## src/rtl/pal_pkg.sv

```systemverilog
// Shared types and fuse-map geometry for the serially configured PAL array.
// All offsets are indices into the flat fuse register, bit 0 loaded first.
package pal_pkg;

    typedef enum logic [1:0] {
        ST_IDLE = 2'd0,
        ST_LOAD = 2'd1,
        ST_RUN  = 2'd2
    } pal_state_e;

    function automatic int and_bits(input int num_products, input int ni_eff);
        return num_products * 2 * ni_eff;
    endfunction

    function automatic int or_off(input int num_products, input int ni_eff);
        return and_bits(num_products, ni_eff);
    endfunction

    function automatic int mode_off(input int num_products, input int num_outputs, input int ni_eff);
        return or_off(num_products, ni_eff) + num_outputs * num_products;
    endfunction

    function automatic int pol_off(input int num_products, input int num_outputs, input int ni_eff);
        return mode_off(num_products, num_outputs, ni_eff) + num_outputs;
    endfunction

    function automatic int cfg_bits(input int num_products, input int num_outputs, input int ni_eff);
        return pol_off(num_products, num_outputs, ni_eff) + num_outputs;
    endfunction

    // Counter must be able to hold CFG_BITS itself, not just the last index.
    function automatic int cnt_width(input int n_cfg_bits);
        return $clog2(n_cfg_bits + 1);
    endfunction

endpackage

```

## src/rtl/pal_cfg_loader.sv

```systemverilog
// Serial fuse loader: IDLE/LOAD/RUN sequencing, bit counter and fuse register.
// A start pulse in any state restarts the load and discards any bit offered with it.
module pal_cfg_loader
    import pal_pkg::*;
#(
    parameter int CFG_BITS = 48
) (
    input  logic                clk,
    input  logic                rst_n,
    input  logic                i_cfg_start,
    input  logic                i_cfg_valid,
    input  logic                i_cfg_bit,
    output logic                o_cfg_ready,
    output logic                o_cfg_done,
    output logic [CFG_BITS-1:0] o_fuse
);

    localparam int CNT_W = cnt_width(CFG_BITS);

    pal_state_e          r_state;
    logic [CNT_W-1:0]    r_cnt;
    logic [CFG_BITS-1:0] r_fuse;
    logic                r_ready;
    logic                r_done;

    always_ff @(posedge clk or negedge rst_n) begin
        if (!rst_n) begin
            r_state <= ST_IDLE;
            r_cnt   <= '0;
            r_fuse  <= '0;
            r_ready <= 1'b0;
            r_done  <= 1'b0;
        end else if (i_cfg_start) begin
            r_state <= ST_LOAD;
            r_cnt   <= '0;
            r_fuse  <= '0;
            r_ready <= 1'b1;
            r_done  <= 1'b0;
        end else if (r_state == ST_LOAD && i_cfg_valid) begin
            // Decoded write keeps the index width independent of CNT_W.
            for (int i = 0; i < CFG_BITS; i++) begin
                if (r_cnt == CNT_W'(i)) begin
                    r_fuse[i] <= i_cfg_bit;
                end
            end
            r_cnt <= r_cnt + CNT_W'(1);
            if (r_cnt == CNT_W'(CFG_BITS - 1)) begin
                r_state <= ST_RUN;
                r_ready <= 1'b0;
                r_done  <= 1'b1;
            end
        end
    end

    assign o_cfg_ready = r_ready;
    assign o_cfg_done  = r_done;
    assign o_fuse      = r_fuse;

endmodule

```

## src/rtl/pal_config_array.sv

```systemverilog
// Run-time programmable PAL: AND plane, OR plane and per-output macrocells.
// Define PAL_FEEDBACK_EN to feed the registered macrocell outputs back as AND-plane literals.
module pal_config_array
    import pal_pkg::*;
#(
    parameter int NUM_INPUTS   = 3,
    parameter int NUM_PRODUCTS = 4,
    parameter int NUM_OUTPUTS  = 4
) (
    input  logic                   clk,
    input  logic                   rst_n,
    input  logic [NUM_INPUTS-1:0]  din,
    output logic [NUM_OUTPUTS-1:0] dout,
    input  logic                   cfg_start,
    input  logic                   cfg_valid,
    input  logic                   cfg_bit,
    output logic                   cfg_ready,
    output logic                   cfg_done
);

`ifdef PAL_FEEDBACK_EN
    localparam int NI_EFF = NUM_INPUTS + NUM_OUTPUTS;
`else
    localparam int NI_EFF = NUM_INPUTS;
`endif
    localparam int OR_OFF   = or_off(NUM_PRODUCTS, NI_EFF);
    localparam int MODE_OFF = mode_off(NUM_PRODUCTS, NUM_OUTPUTS, NI_EFF);
    localparam int POL_OFF  = pol_off(NUM_PRODUCTS, NUM_OUTPUTS, NI_EFF);
    localparam int CFG_BITS = cfg_bits(NUM_PRODUCTS, NUM_OUTPUTS, NI_EFF);
    localparam int LIT_W    = 2 * NI_EFF;

    logic [CFG_BITS-1:0]     w_fuse;
    logic                    w_run;
    logic [NI_EFF-1:0]       w_x;
    logic [NUM_PRODUCTS-1:0] w_prod;
    logic [NUM_OUTPUTS-1:0]  w_sum;
    logic [NUM_OUTPUTS-1:0]  w_mode;
    logic [NUM_OUTPUTS-1:0]  w_pol;
    logic [NUM_OUTPUTS-1:0]  w_next;
    logic [NUM_OUTPUTS-1:0]  r_q;

    pal_cfg_loader #(
        .CFG_BITS (CFG_BITS)
    ) u_loader (
        .clk         (clk),
        .rst_n       (rst_n),
        .i_cfg_start (cfg_start),
        .i_cfg_valid (cfg_valid),
        .i_cfg_bit   (cfg_bit),
        .o_cfg_ready (cfg_ready),
        .o_cfg_done  (cfg_done),
        .o_fuse      (w_fuse)
    );

    assign w_run = cfg_done;

`ifdef PAL_FEEDBACK_EN
    assign w_x = {r_q, din};
`else
    assign w_x = din;
`endif

    // An unprogrammed product term must read 0, not the empty AND (1).
    function automatic logic eval_product(input logic [LIT_W-1:0] sel, input logic [NI_EFF-1:0] x);
        logic v_any;
        logic v_all;
        v_any = 1'b0;
        v_all = 1'b1;
        for (int i = 0; i < NI_EFF; i++) begin
            if (sel[2*i]) begin
                v_any = 1'b1;
                v_all = v_all & x[i];
            end
            if (sel[2*i+1]) begin
                v_any = 1'b1;
                v_all = v_all & ~x[i];
            end
        end
        return v_any & v_all;
    endfunction

    always_comb begin
        w_prod = '0;
        w_sum  = '0;
        for (int p = 0; p < NUM_PRODUCTS; p++) begin
            w_prod[p] = eval_product(w_fuse[p*LIT_W +: LIT_W], w_x);
        end
        for (int o = 0; o < NUM_OUTPUTS; o++) begin
            w_sum[o] = |(w_prod & w_fuse[OR_OFF + o*NUM_PRODUCTS +: NUM_PRODUCTS]);
        end
    end

    assign w_mode = w_fuse[MODE_OFF +: NUM_OUTPUTS];
    assign w_pol  = w_fuse[POL_OFF +: NUM_OUTPUTS];
    assign w_next = w_sum ^ w_pol;

    // Combinational-mode cells keep q at 0 so they never appear as feedback.
    always_ff @(posedge clk or negedge rst_n) begin
        if (!rst_n) begin
            r_q <= '0;
        end else if (cfg_start) begin
            r_q <= '0;
        end else if (w_run) begin
            r_q <= w_next & w_mode;
        end
    end

    assign dout = w_run ? ((w_mode & r_q) | (~w_mode & w_next)) : '0;

endmodule

```

## config.mk

```make
export PLATFORM = sky130hd
export DESIGN_NAME = pal_config_array
export DESIGN_NICKNAME = d
export VERILOG_FILES = /design/src/rtl/pal_pkg.sv /design/src/rtl/pal_cfg_loader.sv /design/src/rtl/pal_config_array.sv
export SDC_FILE = /design/constraint.sdc
export NUM_CORES = 1
export LEC_CHECK = 0
export CAP_MARGIN = 20
export CELL_PAD_IN_SITES_DETAIL_PLACEMENT = 0
export CELL_PAD_IN_SITES_GLOBAL_PLACEMENT = 1
export CORE_ASPECT_RATIO = 2
export CORE_MARGIN = 10
export CORE_UTILIZATION = 47
export CTS_CLUSTER_SIZE = 16
export DETAILED_ROUTE_END_ITERATION = 8
export PLACE_DENSITY_LB_ADDON = 0.08
export SLEW_MARGIN = 25
export SYNTH_ARGS = -nofsm -noshare
export SYNTH_HDL_FRONTEND = slang
export SYNTH_SLANG_ARGS = --single-unit
```

## constraint.sdc

```tcl
create_clock -name clk -period 3.3 [get_ports clk]
set_input_delay 0.66 -clock clk [delete_from_list [all_inputs] [get_ports clk]]
set_output_delay 0.66 -clock clk [all_outputs]
set_load 0.01 [all_outputs]
```

# Word level (Yosys, flattened, before mapping)
# Index checks and enable logic that the tools add are counted.
# Widths: inputs -> output; s select.
[word_totals] regBits=62 elab_cells=355 out_inout_bits=6
[classes] n_addsub=1 bitwise_logic=37 n_reduce_logical=104 n_mux=112 n_eq_ne=48
[op_table] operator="$mux 1" count=102
[op_table] operator="$reduce_bool 2->1" count=50
[op_table] operator="$eq 6x5->1 const B" count=16
[op_table] operator="$eq 6x6->1 const B" count=16
[op_table] operator="$mux 48" count=2
[op_table] operator="$reduce_and 2->1" count=48
[op_table] operator="$eq 6x4->1 const B" count=8
[op_table] operator="$and 4x4->4" count=7
[op_table] operator="$and 1x1->1" count=24
[op_table] operator="$eq 6x3->1 const B" count=4
[op_table] operator="$reduce_or 4->1" count=4
[op_table] operator="$eq 6x2->1 const B" count=2
[op_table] operator="$mux 4" count=3
[op_table] operator="$mux 6" count=2
[op_table] operator="$add 6x1->6 const B" count=1
[op_table] operator="$eq 6x1->1 const B" count=1
[op_table] operator="$logic_not 6->1" count=1
[op_table] operator="$mux 2" count=3
[op_table] operator="$not 4->4" count=1
[op_table] operator="$or 4x4->4" count=1
[op_table] operator="$xor 4x4->4" count=1
[op_table] operator="$not 1->1" count=3
[op_table] operator="$eq 2x1->1 const B" count=1
[op_table] operator="$logic_and 1x1->1" count=1

# Longest topological paths before layout
# Gate-level depths: netlist of the first run.
[depth] depth_word=18 mapped_depth=7 depth_no_buf=6

# By module
# From an unflattened synthesis of the first run, not the netlist that was laid out.
[hier_totals] cells_unflattened=362 area_unflattened_um2=3593.4
[modules_own_cells] mod="pal_cfg_loader" area_per_inst_um2=2822.7 cells_per_inst=266 instances=1
[modules_own_cells] mod="pal_config_array" area_per_inst_um2=770.7 cells_per_inst=96 instances=1

# Least setup slack after synthesis of the first run
# Ideal clock, no wire load.
[synth_path] path_kind="input to output" startpoint="input din[2]" endpoint="output dout[2]" t_required_ps=2640 t_arrival_ps=2049 slack_ps=591 path_stages=5 cell_sequence="mux2_2 a2111oi_2 a32o_1 nor4_1 a311o_1"
[synth_between] elab_chain_len=11 word_cells_on_any_way=27
[synth_lines] element="start: declaration" line="pal_config_array.sv:12" rtl="input logic [NUM_INPUTS-1:0] din,"
[synth_lines] element="$and 1x1->1" line="pal_config_array.sv:72" rtl="v_all = v_all & x[i];"
[synth_lines] element="$mux 1" line="pal_config_array.sv:70" rtl="if (sel[2*i]) begin"
[synth_lines] element="$and 1x1->1" line="pal_config_array.sv:76" rtl="v_all = v_all & ~x[i];"
[synth_lines] element="$mux 1" line="pal_config_array.sv:74" rtl="if (sel[2*i+1]) begin"
[synth_lines] element="$and 1x1->1" line="pal_config_array.sv:79" rtl="return v_any & v_all;"
[synth_lines] element="$and 4x4->4 *" line="pal_config_array.sv:89" rtl="w_sum[o] = |(w_prod & w_fuse[OR_OFF + o*NUM_PRODUCTS +: NUM_PRODUCTS]);"
[synth_lines] element="$reduce_or 4->1 *" line="pal_config_array.sv:89"
[synth_lines] element="$xor 4x4->4 *" line="pal_config_array.sv:95" rtl="assign w_next = w_sum ^ w_pol;"
[synth_lines] element="$and 4x4->4 *" line="pal_config_array.sv:108" rtl="assign dout = w_run ? ((w_mode & r_q) | (~w_mode & w_next)) : '0;"
[synth_lines] element="$or 4x4->4 *" line="pal_config_array.sv:108"
[synth_lines] element="$mux 4 *" line="pal_config_array.sv:108"
[synth_lines] element="end: declaration" line="pal_config_array.sv:13" rtl="output logic [NUM_OUTPUTS-1:0] dout,"
# Every way passes the cells marked *; elsewhere a longest branch is shown, timed or not.

# Worst setup path after layout of the first run
[layout_path] startpoint="register u_loader.r_fuse[7] (netlist: u_loader.o_fuse[7])" endpoint="output dout[1]"
[layout_between] elab_chain_len=16 word_cells_on_any_way=21
[layout_lines] element="start: declaration" line="pal_cfg_loader.sv:22" rtl="logic [CFG_BITS-1:0] r_fuse;"
[layout_lines] element="start signal: indexed assignment" line="pal_cfg_loader.sv:43" rtl="r_fuse[i] <= i_cfg_bit;"
[layout_lines] element="$mux 1" line="pal_config_array.sv:74"
[layout_lines] element="$and 1x1->1" line="pal_config_array.sv:72"
[layout_lines] element="$mux 1" line="pal_config_array.sv:70"
[layout_lines] element="$and 1x1->1" line="pal_config_array.sv:76"
[layout_lines] element="$mux 1" line="pal_config_array.sv:74"
[layout_lines] element="$and 1x1->1" line="pal_config_array.sv:72"
[layout_lines] element="$mux 1" line="pal_config_array.sv:70"
[layout_lines] element="$and 1x1->1" line="pal_config_array.sv:76"
[layout_lines] element="$mux 1" line="pal_config_array.sv:74"
[layout_lines] element="$and 1x1->1 *" line="pal_config_array.sv:79"
[layout_lines] element="$and 4x4->4 *" line="pal_config_array.sv:89"
[layout_lines] element="$reduce_or 4->1 *" line="pal_config_array.sv:89"
[layout_lines] element="$xor 4x4->4 *" line="pal_config_array.sv:95"
[layout_lines] element="$and 4x4->4 *" line="pal_config_array.sv:108"
[layout_lines] element="$or 4x4->4 *" line="pal_config_array.sv:108"
[layout_lines] element="$mux 4 *" line="pal_config_array.sv:108"
# Marked as above.

==> flow_summary.yaml, run 1 <==
status:
  status: "complete, no violations"
worst_setup_path:
  crit_chain: "or4_4 > nor3_4 > nor3_1 > buf_4 > or3_4 > a311o_1 > clkdlybuf4s15_2"
  cp_slowest_stage_delay_ns: 0.55
  cpLargestDelayFamily: "simple AND/OR/NAND/NOR gates"
  worstPathArrival_ns: 2.57
  crit_type: "reg -> out"
  rr_startpoint: "u_loader.r_cnt[0]$_DFFE_PN0P_"
  endpoint_kind: "primary output"
  required_ns: 2.64
  slowest_stage: "or4_4"
  reg2reg_depth: 5
  start_kind: "register"
  cp_max_fo: 3
  ff2ff_setup_slack_ns: 1.08
  r2r_end: "u_loader.o_fuse[47]$_DFFE_PN0P_"
  worst-path-buf-inv: 2
power:
  p_switching_uw: 397
  p_per_area_mw_per_mm2: 426
  p_leak_nw: 1.86
  peakVddDrop_uv: 386
  sequentialPowerShare_pct: 43.4
  p_sw_share_pct: 23.1
  p_comb_share_pct: 6.7
  clockPowerShare_pct: 49.9
  intPower_mw: 1.32
timing:
  fmax_mhz: 309
  post-route-min-period_ns: 3.23
  timing_worst_slew_pin_value_ns: 0.982
  period_share_pct: 98.0
  slew_violations: 0
  fin_worst_skew_ns: 0.00641
  setup_viol: 0
  finalHoldViolCount: 0
  holdWs_ns: 0.308
  slew_headroom_pct: 34.3
final_layout:
  final_util_pct: 57.6
  finalInstanceArea_mm2: 0.00403
  nNetsFinal: 413
  n_antenna_cell: 0
  drive_gt1_share_pct: 15.6
  synthToLayoutAreaGrowth_pct: 18.7
yosys:
  yosysTopAreaCellShare_pct: 44.2
  syn_area_mm2: 0.00339
  synth-main-ff-cell: "dfrtp_1"
  synthTopCellsByArea: "dfrtp_1, mux2i_1, nor2_1"
  synth_most_common_cell: "dfrtp_1"
  postSynthCellCount: 380
  synth_edf_count: 0
  yosysSeqAreaShare_pct: 44.2
  yosysWarnings: 0
  synth_commonest_cells: "dfrtp_1, nor2_1, clkbuf_1, mux2i_1, nand2_1"
  synthArstFlopShare_pct: 100
  synth_seq_cells: 60
  syn_nets: 392
  yosys.area.top_type: "dfrtp_1"
  synth_cell_types: 43
  syn_area_per_cell_um2: 8.93
floorplanning:
  rows: 43
  start_util_pct: 48.5
  fp.coreArea_mm2: 0.00699
  die_area_mm2: 0.0112
  ios: 14
  die_w_um: 80.1
  die_y_um: 140
clocking:
  clkLatencyLatePin_ns: 0.33
  cts_buffers: 9
  clk_path_buf_depth: 2
  postCtsHoldBufs: 0
  tritoncts: "built"
  root_buffer: "clkbuf_16"
  cts_sinks: 60
  htree_levels: 3
  clk_pin_slew_ns: 0.05
drt:
  routedWlPerCell_um: 19.4
  dr.first_iter.drc_count: 190
  drt-pass1-iter-count: 5
  route.vias.total: 2976
  avgViaCountPerCell: 6.01
  ant_nets: 0
  wirelength_um: 9580
  post-route-drc-count: 0
global_routing:
  grt_pass1_wl_um: 15500
  grt_pass1_vias: 2977
  grt_overflow: 0
  antenna_found_initial: 0
  grt_max_degree: 49
  grt_use_total_pct: 17.8
worst_hold_path:
  min_path_type: "in -> async"
place:
  gp_congestion: 0.869
  post-dp-hpwl_um: 6560
  port_buffers: 13
  dpl-instance-area_mm2: 0.00368
flow_run:
  drv_cap: 0
-- metrics by stage --
stage               power, mW  TNS (ns)  setup WS, ns  std cells
CTS                      1.73  -0.00450      -0.00450        494
global placement        0.865     -1.96        -0.509        474
floorplan               0.809         0         0.591        380
finish                   1.72         0        0.0663        495
global route             1.77   -0.0109       -0.0109        495
detailed placement      0.865     -1.87        -0.480        474
-- power by group through the flow --
| stage | logic, mW | clock network [mW] | registers (mW) |
|---|---|---|---|
| 3_5_place_dp | 0.109 | 0 | 0.756 |
| 6_report | 0.116 | 0.857 | 0.745 |
| 4_1_cts | 0.113 | 0.875 | 0.744 |
| 3_3_place_gp | 0.108 | 0 | 0.756 |
| 5_1_grt | 0.126 | 0.900 | 0.745 |
| 2_1_floorplan | 0.0532 | 0 | 0.756 |
-- area by class of cell --
cell class | instances | area (um2)
well taps | 90 | 113
multi-input cells | 285 | 1810
clock inverters | 2 | 10.0
flip-flops and latches | 60 | 1500
repair buffers | 42 | 328
fillers | 661 | 2970
clock buffers | 13 | 260
inverters | 3 | 11.3
-- cells by family after synthesis --
group,after synthesis,synth area share [%]
fa+ha+maj,4,1.47
simple gates,175,26.6
flops,60,44.2
compound gates,67,12.2
buf+inv,35,3.87
mux,35,10.5
xor+xnor,4,1.03
-- placed cells by master (no fill, tap or decap), drive strengths merged, types with 4 or more instances in the layout --
| master | Yosys | layout |
|---|---|---|
| nor2b | 4 | 4 |
| nand4b | 4 | 4 |
| ha | 4 | 4 |
| mux2 | 6 | 6 |
| and3 | 8 | 8 |
| nand2 | 29 | 29 |
| nor4 | 13 | 13 |
| or3 | 4 | 4 |
| clkbuf | 29 | 15 |
| nand3b | 5 | 5 |
| clkdlybuf4s50 | 0 | 4 |
| nor3 | 11 | 11 |
| nand4 | 17 | 17 |
| clkdlybuf4s15 | 0 | 4 |
| nor2 | 46 | 46 |
| buf | 3 | 32 |
| o21ai | 23 | 23 |
| a21oi | 27 | 27 |
| mux2i | 29 | 29 |
| a32o | 4 | 4 |
| nand3 | 25 | 25 |
| dfrtp | 60 | 60 |
-- registers in the layout, indices dropped and copies added, names as in the netlist --
register / cells
u_loader.o_fuse: 48
u_loader.r_cnt: 6
r_q: 4
u_loader.r_state: 2
-- worst max path at each step --
stage / cells after the start / slack (ns) / endpoint / startpoint
2_1_floorplan: 5 / 0.59 / dout[2] / din[2]
3_3_place_gp: 9 / -0.51 / dout[0] / din[2]
3_5_place_dp: 8 / -0.48 / dout[0] / din[2]
4_1_cts: 7 / -0.005 / dout[1] / u_loader.o_fuse[7]$_DFFE_PN0P_
5_1_grt: 8 / -0.01 / dout[1] / u_loader.o_fuse[4]$_DFFE_PN0P_
6_report: 7 / 0.07 / dout[1] / u_loader.o_fuse[7]$_DFFE_PN0P_
-- metal layers --
layer  wire length, um  GRT usage [%]  up-vias
met3               309           3.46       21
met2              5150           30.8       61
li1                  -              -     1426
met5                 0              0        -
met1              3780           19.5     1468
met4               347           9.33        0
-- repair_timing --
item | CTS | global route
pin swaps | 1 | 2
gates resized for setup | 24 | 7
cloned | 0 | 0
buffers inserted | 5 | 1
setup endpoints to repair | 4 | 4
Power figures use the tool's default switching activity.
==> inputs of run 2 (changes only) <==
--- a/config.mk
+++ b/config.mk
@@ -18,3 +18,4 @@
 export SYNTH_ARGS = -nofsm -noshare
 export SYNTH_HDL_FRONTEND = slang
 export SYNTH_SLANG_ARGS = --single-unit
+export TNS_END_PERCENT = 5
==> results of run 2 <==
No change in the layout: final DEF, timing and power equal those of run 1.
==> inputs of run 3 (changes only) <==
--- a/config.mk
+++ b/config.mk
@@ -10,7 +10,8 @@
 export CELL_PAD_IN_SITES_GLOBAL_PLACEMENT = 1
 export CORE_ASPECT_RATIO = 2
 export CORE_MARGIN = 10
-export CORE_UTILIZATION = 47
+export CORE_UTILIZATION = 49
+export CTS_BUF_LIST = sky130_fd_sc_hd__clkbuf_2
 export CTS_CLUSTER_SIZE = 16
 export DETAILED_ROUTE_END_ITERATION = 8
 export PLACE_DENSITY_LB_ADDON = 0.08
==> run 3 against run 2 <==
Effect of this change: the run now ends with setup timing left; power fell by 25%; fmax fell by 3.2%; clock-buffer cell count fell by 4; combinational power fell by 12%; cell count fell by 0.81%; flip-flop and latch count did not move; first-iteration DRC count rose by 55%; via count fell by 0.44%; clock power fell by 48%; non-clock buffer count fell by 3; critical path type unchanged; largest cell class unchanged.
==> flow_summary.yaml, run 3 (same netlist as run 1, synthesis figures left out) <==
clocking:
  clkLatencyLatePin_ns: 0.52
  htree_levels: 3
  cts_buffers: 9
  clk_path_buf_depth: 2
  cts_sinks: 60
  clk_pin_slew_ns: 0.16
  root_buffer: "clkbuf_2"
  tritoncts: "built"
place:
  dp_cells: 471
  gp_congestion: 0.890
  port_buffers: 13
  post-dp-hpwl_um: 6320
flow_run:
  drv_cap: 0
power:
  p_comb_share_pct: 7.9
  p_sw_share_pct: 27.5
  sequentialPowerShare_pct: 57.7
  p_per_area_mw_per_mm2: 334
  p_leak_nw: 1.75
  clockPowerShare_pct: 34.4
  p_switching_uw: 354
  peakVddDrop_uv: 314
  intPower_uw: 933
final_layout:
  mostFrequentLayoutCells: "dfrtp_1, nor2_1, mux2i_1, nand2_1, a21oi_1"
  drive_gt1_share_pct: 15.4
  final-instance-count-excl-fill: 491
  largest_register_ffs: 48
  synthToLayoutAreaGrowth_pct: 13.5
  final_common_cell: "dfrtp_1"
  nNetsFinal: 410
drt:
  ant_nets: 0
  post-route-drc-count: 0
  avgViaCountPerCell: 6.03
  wirelength_um: 9150
  routedWlPerCell_um: 18.6
  dr.first_iter.drc_count: 294
  drt-pass1-iter-count: 4
  route.vias.total: 2963
global_routing:
  antenna_found_initial: 1
  grt_max_degree: 49
  grt_pass1_wl_um: 15200
  grt_use_total_pct: 18.0
  grt_pass1_vias: 2919
  grt_overflow: 0
floorplanning:
  die_w_um: 78.9
  die_y_um: 138
  die_area_mm2: 0.0109
  rows: 42
  fp.coreArea_mm2: 0.00667
  ios: 14
  start_util_pct: 50.9
worst_setup_path:
  reg2reg_depth: 5
  required_ns: 2.64
  cp_slowest_stage_delay_ns: 0.54
  worstPathArrival_ns: 2.68
  cp_max_fo: 3
  crit_type: "reg -> out"
  slowest_stage: "or4_4"
  endpoint_kind: "primary output"
  crit_chain: "or4_4 > nor3_4 > buf_6 > nor3_2 > or3_1 > a311o_1 > buf_2"
  start_kind: "register"
status:
  violations: "setup timing"
  status: "complete, but fails checks"
timing:
  slew_violations: 0
  period_share_pct: 101
  fmax_mhz: 299
  fin_ws_ns: -0.0396
  finalHoldViolCount: 0
  timing_worst_slew_pin_value_ns: 0.858
  rsz0062_at_grt: "true"
  post-route-min-period_ns: 3.34
  tns_ns: -0.111
  setup_viol: 4
  fin_worst_skew_ns: 0.0263
  slew_headroom_pct: 42.6
worst_hold_path:
  min_path_type: "in -> async"
==> run 3: routing by layer <==
metal  vias to the layer above  GRT usage, %  share of wire (%)
met3                        14          3.72                3.9
met5                         -             0                  0
met1                      1464          20.4                 39
li1                       1423             -                  -
met4                         0          9.02                2.1
met2                        62          31.0                 55
==> run 3: power groups by stage <==
| stage | registers (mW) | logic, mW | clock network, mW |
|---|---|---|---|
| floorplan | 0.756 | 0.0532 | 0 |
| global placement | 0.757 | 0.103 | 0 |
| detailed placement | 0.757 | 0.104 | 0 |
| CTS | 0.743 | 0.104 | 0.458 |
| global route | 0.745 | 0.112 | 0.487 |
| finish | 0.743 | 0.102 | 0.442 |
==> run 3: layout make-up <==
cell class | count | area, um2
antenna | 1 | 2.50
sequential | 60 | 1500
clock buffer | 9 | 45.0
clock inverter | 6 | 56.3
timing repair buffer | 39 | 302
fill | 629 | 2820
tap | 88 | 110
multi-input combinational | 285 | 1820
inverter | 3 | 11.3
==> run 3: path summary, 6_finish.rpt <==
path | startpoint | to | slack (ns)
worst min-delay path | rst_n | u_loader.o_fuse[47]$_DFFE_PN0P_ | 0.54
min in group clk | r_q[0]$_DFFE_PN0P_ | r_q[0]$_DFFE_PN0P_ | 0.54
worst max register to register | u_loader.r_cnt[0]$_DFFE_PN0P_ | u_loader.o_fuse[47]$_DFFE_PN0P_ | 1.10
max in group asynchronous | rst_n | u_loader.o_fuse[18]$_DFFE_PN0P_ | 1.83
worst max-delay path | u_loader.o_fuse[7]$_DFFE_PN0P_ | dout[2] | -0.04
worst min register to register | r_q[0]$_DFFE_PN0P_ | r_q[0]$_DFFE_PN0P_ | 0.54
==> run 3: repair_timing <==
action | CTS | global route
gates resized for setup | 25 | 7
pin swaps | 6 | 9
hold endpoints to repair | 13 | 0
setup buffers | 3 | 2
endpoints found under the setup margin | 4 | 4
hold buffers | 1 | 0
==> run 3: stage by stage <==
step	setup slack [ns]	total power [mW]	hold slack (ns)	utilization (%)	instance area, um2
floorplan	0.591	0.809	0.364	-	3390
global placement	-0.515	0.860	0.494	55.0	3670
detailed placement	-0.564	0.860	0.504	55.0	3670
CTS	-0.197	1.31	0.505	56.9	3800
global route	-0.166	1.34	0.523	57.7	3850
finish	-0.0396	1.29	0.540	57.7	3850
==> run 3: worst max-delay path, delay by kind of cell, from the launching register on <==
family          cells  cell delay, ns
simple gates        4            1.15
flops               1            0.41
compound gates      1            0.31
buf+inv             2            0.29
